==> src/rtl/dcache_pkg.sv <==
// Shared types and address-split helpers for the direct-mapped write-through data cache.
package dcache_pkg;

  typedef enum logic [1:0] {
    IDLE  = 2'd0,
    FILL  = 2'd1,
    WRITE = 2'd2
  } state_e;

  localparam int unsigned INDEX_W_DEF = 4;
  localparam int unsigned TAG_W_DEF   = 30 - INDEX_W_DEF;

  // Callers cast the 32-bit result down to their own index/tag width.
  function automatic logic [31:0] addr_index(input logic [31:0] addr, input int unsigned iw);
    return (addr >> 2) & ((32'd1 << iw) - 32'd1);
  endfunction

  function automatic logic [31:0] addr_tag(input logic [31:0] addr, input int unsigned iw);
    return addr >> (iw + 2);
  endfunction

endpackage

==> src/rtl/dcache_array.sv <==
// Valid/tag/data storage: one-word lines, asynchronous read, synchronous write.
module dcache_array
  import dcache_pkg::*;
#(
  parameter int unsigned INDEX_W = INDEX_W_DEF,
  parameter int unsigned TAG_W   = 30 - INDEX_W
) (
  input  logic               clk_i,
  input  logic               rst_i,
  input  logic [INDEX_W-1:0] rd_idx_i,
  output logic               rd_valid_o,
  output logic [TAG_W-1:0]   rd_tag_o,
  output logic [31:0]        rd_data_o,
  input  logic               we_i,
  input  logic [INDEX_W-1:0] wr_idx_i,
  input  logic [TAG_W-1:0]   wr_tag_i,
  input  logic [31:0]        wr_data_i
);

  localparam int unsigned LINES = 2 ** INDEX_W;

  logic [LINES-1:0] valid_q, valid_d;
  logic [TAG_W-1:0] tag_q  [LINES];
  logic [31:0]      data_q [LINES];

  always_comb begin
    valid_d = valid_q;
    if (we_i) valid_d[wr_idx_i] = 1'b1;
  end

  // Only valid bits are cleared; tag/data contents are don't-care while invalid.
  always_ff @(posedge clk_i or negedge rst_i) begin
    if (!rst_i) valid_q <= '0;
    else        valid_q <= valid_d;
  end

  always_ff @(posedge clk_i) begin
    if (we_i) begin
      tag_q[wr_idx_i]  <= wr_tag_i;
      data_q[wr_idx_i] <= wr_data_i;
    end
  end

  assign rd_valid_o = valid_q[rd_idx_i];
  assign rd_tag_o   = tag_q[rd_idx_i];
  assign rd_data_o  = data_q[rd_idx_i];

endmodule

==> src/rtl/dcache.sv <==
// Direct-mapped, write-through, no-write-allocate data cache with req/ack memory port.
module dcache
  import dcache_pkg::*;
#(
  parameter int unsigned INDEX_W = INDEX_W_DEF,
  parameter int unsigned CNT_W   = 16
) (
  input  logic             clk_i,
  input  logic             rst_i,
  input  logic             memread_i,
  input  logic             memwrite_i,
  input  logic [31:0]      memaddr_i,
  input  logic [31:0]      writedata_i,
  output logic [31:0]      memdata_o,
  output logic             stall_o,
  output logic             mem_req_o,
  output logic             mem_we_o,
  output logic [31:0]      mem_addr_o,
  output logic [31:0]      mem_wdata_o,
  input  logic [31:0]      mem_rdata_i,
  input  logic             mem_ack_i,
  output logic [CNT_W-1:0] hit_cnt_o,
  output logic [CNT_W-1:0] miss_cnt_o
);

  localparam int unsigned TAG_W = 30 - INDEX_W;

  state_e           state_q, state_d;
  logic [31:0]      addr_q, addr_d;
  logic [31:0]      wdata_q, wdata_d;
  logic             req_q, req_d;
  logic             we_q, we_d;
  logic [CNT_W-1:0] hit_cnt_q, hit_cnt_d;
  logic [CNT_W-1:0] miss_cnt_q, miss_cnt_d;

  logic [31:0]        word_addr;
  logic [INDEX_W-1:0] req_idx;
  logic [TAG_W-1:0]   req_tag;
  logic               line_valid;
  logic [TAG_W-1:0]   line_tag;
  logic [31:0]        line_data;
  logic               hit;
  logic               arr_we;
  logic [INDEX_W-1:0] arr_idx;
  logic [TAG_W-1:0]   arr_tag;
  logic [31:0]        arr_data;

  assign word_addr = {memaddr_i[31:2], 2'b00};
  assign req_idx   = INDEX_W'(addr_index(memaddr_i, INDEX_W));
  assign req_tag   = TAG_W'(addr_tag(memaddr_i, INDEX_W));
  assign hit       = line_valid && (line_tag == req_tag);

  dcache_array #(
    .INDEX_W (INDEX_W),
    .TAG_W   (TAG_W)
  ) u_array (
    .clk_i      (clk_i),
    .rst_i      (rst_i),
    .rd_idx_i   (req_idx),
    .rd_valid_o (line_valid),
    .rd_tag_o   (line_tag),
    .rd_data_o  (line_data),
    .we_i       (arr_we),
    .wr_idx_i   (arr_idx),
    .wr_tag_i   (arr_tag),
    .wr_data_i  (arr_data)
  );

  always_comb begin
    state_d    = state_q;
    addr_d     = addr_q;
    wdata_d    = wdata_q;
    hit_cnt_d  = hit_cnt_q;
    miss_cnt_d = miss_cnt_q;
    arr_we     = 1'b0;
    arr_idx    = req_idx;
    arr_tag    = req_tag;
    arr_data   = writedata_i;
    memdata_o  = '0;
    stall_o    = 1'b0;

    unique case (state_q)
      IDLE: begin
        // Stores win over loads; a store hit refreshes the line as the write starts.
        if (memwrite_i) begin
          state_d = WRITE;
          addr_d  = word_addr;
          wdata_d = writedata_i;
          stall_o = 1'b1;
          arr_we  = hit;
        end else if (memread_i) begin
          if (hit) begin
            memdata_o = line_data;
            if (hit_cnt_q != '1) hit_cnt_d = hit_cnt_q + CNT_W'(1);
          end else begin
            state_d = FILL;
            addr_d  = word_addr;
            stall_o = 1'b1;
            if (miss_cnt_q != '1) miss_cnt_d = miss_cnt_q + CNT_W'(1);
          end
        end
      end
      FILL: begin
        stall_o = !mem_ack_i;
        if (mem_ack_i) begin
          arr_we    = 1'b1;
          arr_idx   = INDEX_W'(addr_index(addr_q, INDEX_W));
          arr_tag   = TAG_W'(addr_tag(addr_q, INDEX_W));
          arr_data  = mem_rdata_i;
          memdata_o = mem_rdata_i;
          state_d   = IDLE;
        end
      end
      WRITE: begin
        stall_o = !mem_ack_i;
        if (mem_ack_i) state_d = IDLE;
      end
      default: state_d = IDLE;
    endcase

    req_d = (state_d != IDLE);
    we_d  = (state_d == WRITE);
  end

  always_ff @(posedge clk_i or negedge rst_i) begin
    if (!rst_i) begin
      state_q    <= IDLE;
      addr_q     <= '0;
      wdata_q    <= '0;
      req_q      <= 1'b0;
      we_q       <= 1'b0;
      hit_cnt_q  <= '0;
      miss_cnt_q <= '0;
    end else begin
      state_q    <= state_d;
      addr_q     <= addr_d;
      wdata_q    <= wdata_d;
      req_q      <= req_d;
      we_q       <= we_d;
      hit_cnt_q  <= hit_cnt_d;
      miss_cnt_q <= miss_cnt_d;
    end
  end

  assign mem_req_o   = req_q;
  assign mem_we_o    = we_q;
  assign mem_addr_o  = addr_q;
  assign mem_wdata_o = wdata_q;
  assign hit_cnt_o   = hit_cnt_q;
  assign miss_cnt_o  = miss_cnt_q;

endmodule

==> config.mk <==
export PLATFORM = sky130hd
export DESIGN_NAME = dcache
export DESIGN_NICKNAME = d
export VERILOG_FILES = /design/src/rtl/dcache_pkg.sv /design/src/rtl/dcache_array.sv /design/src/rtl/dcache.sv
export SDC_FILE = /design/constraint.sdc
export NUM_CORES = 1
export LEC_CHECK = 0
export CAP_MARGIN = 15
export CORE_MARGIN = 1
export CORE_UTILIZATION = 30
export DETAILED_ROUTE_END_ITERATION = 8
export HOLD_SLACK_MARGIN = 0.05
export MAX_ROUTING_LAYER = met4
export PLACE_DENSITY = 0.52
export SLEW_MARGIN = 20
export SYNTH_ARGS = -nofsm -noshare
export SYNTH_HDL_FRONTEND = slang
export SYNTH_SLANG_ARGS = --single-unit
==> constraint.sdc <==
create_clock -name clk_i -period 8.6 [get_ports clk_i]
set_input_delay 2.58 -clock clk_i [delete_from_list [all_inputs] [get_ports clk_i]]
set_output_delay 2.58 -clock clk_i [all_outputs]
set_load 0.03 [all_outputs]
==> Yosys cells after proc, flatten, opt, wreduce, memory -nomap -nowiden <==
Memories as Yosys holds them, arrays and structs flattened.
Index checks and enable logic that the tools add are counted.
{ "word_totals": {"reg_bits": 116, "ram_bits": 928, "in_bits": 101, "output_inout_bits": 131, "wordCells": 68, "n_memories": 2} }
{ "mem_list": {"columns": ["memory", "words", "width", "read_ports", "rd_ports_with_merged_regs", "write_ports", "line", "source"], "rows": [
  ["u_array.data_q", 16, 32, 1, 0, 1, "dcache_array.sv:24", "logic [31:0] data_q [LINES];"],
  ["u_array.tag_q", 16, 26, 1, 0, 1, "dcache_array.sv:23", "logic [TAG_W-1:0] tag_q [LINES];"]
]} }
{ "op_classes": {"n_addsub": 2, "magnitude_cmp": 3, "eq_ne": 7, "muxes": 32, "bitwise_logic": 3, "n_reduce_logical": 11} }
{ "op_table": {"columns": ["operator", "count"], "rows": [
  ["$mux W32", 9],
  ["$pmux W32 S2", 1],
  ["$mux W26", 2],
  ["$add A16 B1 Y16 const B", 2],
  ["$ne A16 B16 Y1 const B", 2],
  ["$eq A26 B26 Y1", 1],
  ["$or A16 B16 Y16", 1],
  ["$lt A4 B5 Y1 const B", 2],
  ["$reduce_and A5 Y1", 2],
  ["$mux W1", 9],
  ["$mux W2", 4],
  ["$mux W4", 2],
  ["$bmux W1 S4", 1],
  ["$demux W1 S4", 1],
  ["$eq A2 B2 Y1 const B", 2],
  ["$ge A4 B1 Y1 const B", 1],
  ["$pmux W1 S2", 2],
  ["$pmux W2 S2", 1],
  ["$reduce_bool A2 Y1", 2],
  ["$reduce_and A3 Y1", 1],
  ["$eq A2 B1 Y1 const B", 1],
  ["$logic_and A1 B1 Y1", 2],
  ["$logic_not A2 Y1", 1],
  ["$ne A2 B2 Y1 const B", 1],
  ["4 further kinds", 5]
]} }

==> Longest topological paths before layout <==
{ "depth": {"depth_word": 8, "ltp_mapped": 15, "mapped_depth_nobuf": 9} }

==> Modules after synthesis <==
A second synthesis with hierarchy kept.
{ "hier_totals": {"cells_unflattened": 2092, "area_unflattened_um2": 40991.8} }
{ "by_module_without_submodules": {"columns": ["mod", "instances", "cells_per_inst", "area_each_um2", "seq_area_each_um2"], "rows": [
  ["dcache_array", 1, 1479, 35296.4, 28267.1],
  ["dcache", 1, 613, 5695.5, 2452.4]
]} }

==> Worst setup path before layout <==
OpenSTA, ideal clock, no wires.
{ "synth_timing": {"path_kind": "input to output", "from": "input port memaddr_i[5]", "to": "output port memdata_o[0]", "t_arrival_ns": 5.765, "required_ns": 6.020, "path_slack_ns": 0.255, "path_stages": 12, "n_path_buf": 5, "path_cell_list": "buf_2 > buf_1 > clkbuf_1 > mux4_2 > a221oi_1 > xor2_1 > nand3_1 > nor4_1 > nand4_1 > buf_2 > clkbuf_1 > o21ai_0"} }
{ "synth_via": {"elab_chain_cells": 7, "word_cells_on_any_way": 10, "classes_between": "1 x eq/ne; 6 x mux; 1 x reduce/logical; 2 x memory"} }
{ "synth_lines": {"columns": ["item", "line", "source"], "rows": [
  ["from (decl)", "dcache.sv:12", "input logic [31:0] memaddr_i,"],
  ["$mem_v2 Z16 W26 / $bmux W1 S4 (equally long branches)", null, null],
  ["$eq A26 B26 Y1 / $mux W1 (equally long branches)", "dcache.sv:51, dcache_array.sv:44", null],
  ["$logic_and A1 B1 Y1", "dcache.sv:51", "assign hit = line_valid && (line_tag == req_tag);"],
  ["$mux W32 (*)", "dcache.sv:92", "if (hit) begin"],
  ["$mux W32 (*)", "dcache.sv:91", "end else if (memread_i) begin"],
  ["$mux W32 (*)", "dcache.sv:85", "if (memwrite_i) begin"],
  ["$pmux W32 S2 (*)", "dcache.sv:82", "unique case (state_q)"],
  ["to (decl)", "dcache.sv:14", "output logic [31:0] memdata_o,"]
]} }
Mark *: on every way between the ends. The rest lies on a longest branch, timed or not. The select of a mux whose other input is x is not followed.

==> Worst setup path in the final report <==
{ "layout_timing": {"from": "input port memaddr_i[4]", "to": "output port memdata_o[31]"} }
The elaborated chain is that of the path after synthesis.

==> metrics <==
outcome finished, final reports clean; Hold Slack approximately 0.48 ns; Simple-Gate Fraction of Synth Area around 3.8%; hold buffers post-CTS 0; Initial Util between 30% and 40%; Crit Path Max Fanout 33; Synth Area in Adders less than 1%; fraction of registers with async set/reset a little over a tenth; Die Y 373.9 um; Post-DP Area approximately 0.047 mm^2; First-pass DRT Iterations 5; number of synthesized flops with an enable pin 928; largest net degree at the start of global routing 67; port buffer count 227; sw frac 25.81%; Critical Path RT 6.02 ns; Sequential Power Share 47.3%; Layout Nets 2575; Synth Area in XOR/XNOR 1.309%; maximum vdd drop 0.1791 mV; first-pass GRT wire length 158600 um; vias in the first global route 22.83k; CP Launch Type input pin; Clock Power Share 37.6%; fmax 118.9 MHz; synthesis-to-layout area growth 22.70%; Synth Area in Compound Gates 1.903%; vias post-DR 21.26k; RR Startpoint u_array.tag_q[12][21]$_DFFE_PP_; Slew @ Worst Pin 1.074 ns; Routed WL roughly 110000 um; fin. max-slew vios 0; share of cells above drive strength 1 25.07%; row cnt 136; core area 0.1373 mm^2; hold depth 1; Pleak 0.01713 uW; drc violations 0; gr usage total approximately 16%; Final min period approximately 8.4 ns; hpwl dp 62240 um; initial antenna violation count 0; main combinational cell family by area after synthesis multiplexers; Antenna Violating Nets Remaining 0; slack of the worst reg-to-reg path 3.99 ns; Hold Crit Start u_array.valid_q[7]$_DFFE_PN0P_; drt via density 4.877; logic gate share of total power about 15%; Syn Area/Cell 19.69 um^2; DIE WIDTH 373.9 um; GR Util met2 25.89%; CTS H-tree lvls 3; Worst Setup SP memaddr_i[4]; post-route cell area 0.05091 mm^2; worst reg-to-reg path cell count 11; Seq cells post-synth around 1.0k; CTS Buffer Depth 3; Final Cycle Share 97.80%; total grt overflow 0; HP Class reg -> reg; CTS tree yes; Yosys cell types 61; Fin Setup TNS 0 ns; Worst EP arrival 5.83 ns; post-synthesis cell area between 0.04 and 0.05 mm^2; wire per inst 24.98 um; Psw 3309 uW; hold endpoint u_array.valid_q[7]$_DFFE_PN0P_; P per Cell Area 251.9 mW/mm^2; Setup crit end kind output port; clock slew at reported path FFs 0.06 ns; cell-internal power between 9000 and 10000 uW; max cap viols 0; clk_skew 0.02510 ns; die area 0.1398 mm^2; root buf cell clkbuf_16; Inserted Clock Buffers 111; slew margin rel. 28.37%; critical path class in -> out; Filler cells 12.52k; global-route track usage on met1 21.24%; Final Util 37.07%; Worst-Skew Late Latency 0.72 ns; RSZ-0062 raised after global routing false; mux cell area share after synthesis 17.23%; predominant post-synthesis flop cell edfxtp_1; post-synthesis sequential area ratio 74.04%; routability cong. 0.7519; M3 GR Usage 2.841%; busiest layer in global routing met2; Final Hold Viols 0; Synth Instances 2107; n_diodes 0; final setup violating endpoints 0; Iter 0 DRT Violations 1662; I/O Pins around 230; Synth Warn # 0; clock sink count 1042; Worst R2R End u_array.tag_q[8][11]$_DFFE_PP_
timing repair:
| action | 4_1_cts | 5_1_grt |
|---|---|---|
| gates resized for setup | 1 | 1 |
| buffers inserted | 0 | 0 |
| endpoints found under the setup margin | 2 | 1 |
per-stage QoR:
stage	setup slack [ns]	total power, uW	cells
2_1_floorplan	0.2545	7220	2108
3_3_place_gp	-0.04397	8077	4150
3_5_place_dp	-0.03987	8130	4150
4_1_cts	0.04213	12970	4359
5_1_grt	0.01845	13270	4359
6_report	0.1896	12820	4359
registers in the layout (all words and copies together) (netlist names):
name,cells
mem_addr_o,30
state_q,2
u_array.data_q,512
u_array.tag_q,416
u_array.valid_q,16
miss_cnt_o,16
hit_cnt_o,16
mem_wdata_o,32
mem_we_o,1
mem_req_o,1
per-layer routing:
metal | routed length (um) | share of wire [%] | vias up
met2 | 53190 | 49 | 517
met3 | 5220 | 4.8 | 141
met4 | 2002 | 1.8 | 0
met5 | 0 | 0 | -
li1 | - | - | 9200
met1 | 48480 | 45 | 11400
cells in the mapped netlist (3+ instances only):
| cell | instances | area (um^2) |
|---|---|---|
| inv_1 | 40 | 150.1 |
| edfxtp_1 | 928 | 27870 |
| xnor2_1 | 33 | 289.0 |
| mux2_2 | 41 | 461.7 |
| and2_1 | 7 | 43.79 |
| nand3_1 | 22 | 110.1 |
| a22o_1 | 5 | 43.79 |
| mux2_1 | 29 | 326.6 |
| mux4_2 | 253 | 5698 |
| nor2b_1 | 9 | 56.30 |
| nand3b_1 | 6 | 45.04 |
| o21bai_1 | 17 | 127.6 |
| nand2b_1 | 5 | 31.28 |
| nor3_1 | 10 | 50.05 |
| and3_1 | 8 | 50.05 |
| buf_4 | 11 | 82.58 |
| nor4_1 | 7 | 43.79 |
| a22oi_1 | 18 | 135.1 |
| o21ai_0 | 42 | 210.2 |
| clkbuf_1 | 43 | 161.4 |
| ha_1 | 5 | 62.56 |
| mux2i_1 | 66 | 660.6 |
| nand2_1 | 206 | 773.2 |
| a31oi_1 | 4 | 25.02 |
| or3_1 | 4 | 25.02 |
| nand4b_1 | 6 | 52.55 |
| dfrtp_1 | 114 | 2853 |
| buf_2 | 40 | 200.2 |
| o22ai_1 | 3 | 18.77 |
| buf_1 | 12 | 45.04 |
| and4b_1 | 3 | 30.03 |
| nand4_1 | 11 | 68.82 |
| nor2_1 | 29 | 108.9 |
| xor2_1 | 29 | 254.0 |
| a21oi_1 | 8 | 40.04 |
power by group through the flow:
stage,Clock [uW],Sequential (uW),Combinational [uW]
after floorplan,0,6460,763
after global placement,0,6140,1930
after detailed placement,0,6160,1970
after CTS,4930,6060,1980
after global routing,5100,6090,2070
final,4820,6060,1940
worst max path at each step:
stage / end / slack, ns / depth (start not counted)
after floorplan: memdata_o[0] / 0.25 / 12
after global placement: memdata_o[9] / -0.04 / 15
after detailed placement: memdata_o[9] / -0.04 / 15
after CTS: memdata_o[9] / 0.04 / 15
after global routing: memdata_o[17] / 0.02 / 15
final: memdata_o[31] / 0.19 / 15
kinds of logic (layout without fill, tap and decap cells):
group / Yosys count / after routing
flip-flops: 1042 / 1042
AND/OR/NAND/NOR: 342 / 342
adder cells (fa/ha/maj): 5 / 5
XOR/XNOR: 62 / 62
buffers and inverters: 147 / 604
AO/OA/AOI/OAI: 119 / 119
other: 1 / 2
multiplexers: 389 / 389
worst max-delay path, cell delays in order:
cell and delay, ns:
buf_8 0.26, buf_12 0.24, buf_4 0.21, mux4_2 0.52, mux2i_1 0.18, xnor2_1 0.08
o21ai_1 0.27, buf_4 0.18, nand2_1 0.04, nor4_1 0.28, nand4_1 0.19, buf_12 0.24
o21ai_0 0.22, buf_4 0.18, buf_12 0.12
placed cells by master (no fill, tap or decap), types with 17 or more instances in the layout:
| cell type | Yosys | final |
|---|---|---|
| edfxtp_1 | 928 | 928 |
| xor2_1 | 29 | 29 |
| xnor2_1 | 33 | 33 |
| buf_12 | 0 | 55 |
| buf_4 | 11 | 107 |
| nand3_1 | 22 | 22 |
| o21ai_0 | 42 | 38 |
| clkinv_1 | 0 | 26 |
| dfrtp_1 | 114 | 114 |
| mux2i_1 | 66 | 66 |
| mux2_1 | 29 | 29 |
| clkbuf_16 | 0 | 113 |
| clkbuf_1 | 43 | 27 |
| a22oi_1 | 18 | 18 |
| nand2_1 | 206 | 204 |
| inv_1 | 40 | 40 |
| clkdlybuf4s50_1 | 0 | 189 |
| o21bai_1 | 17 | 17 |
| mux4_2 | 253 | 253 |
| mux2_2 | 41 | 41 |
layout make-up:
type                            count  area (um^2)  area share (%)
Sequential cell                  1042        30720           60.35
Multi-Input combinational cell    919        10270           20.18
Timing Repair Buffer              355         3849           7.561
Clock buffer                      143         2970           5.835
Tap cell                         1794         2245           4.409
Clock inverter                     66        699.4           1.374
Inverter                           40        150.1          0.2949
Power figures use the tool's default switching activity.
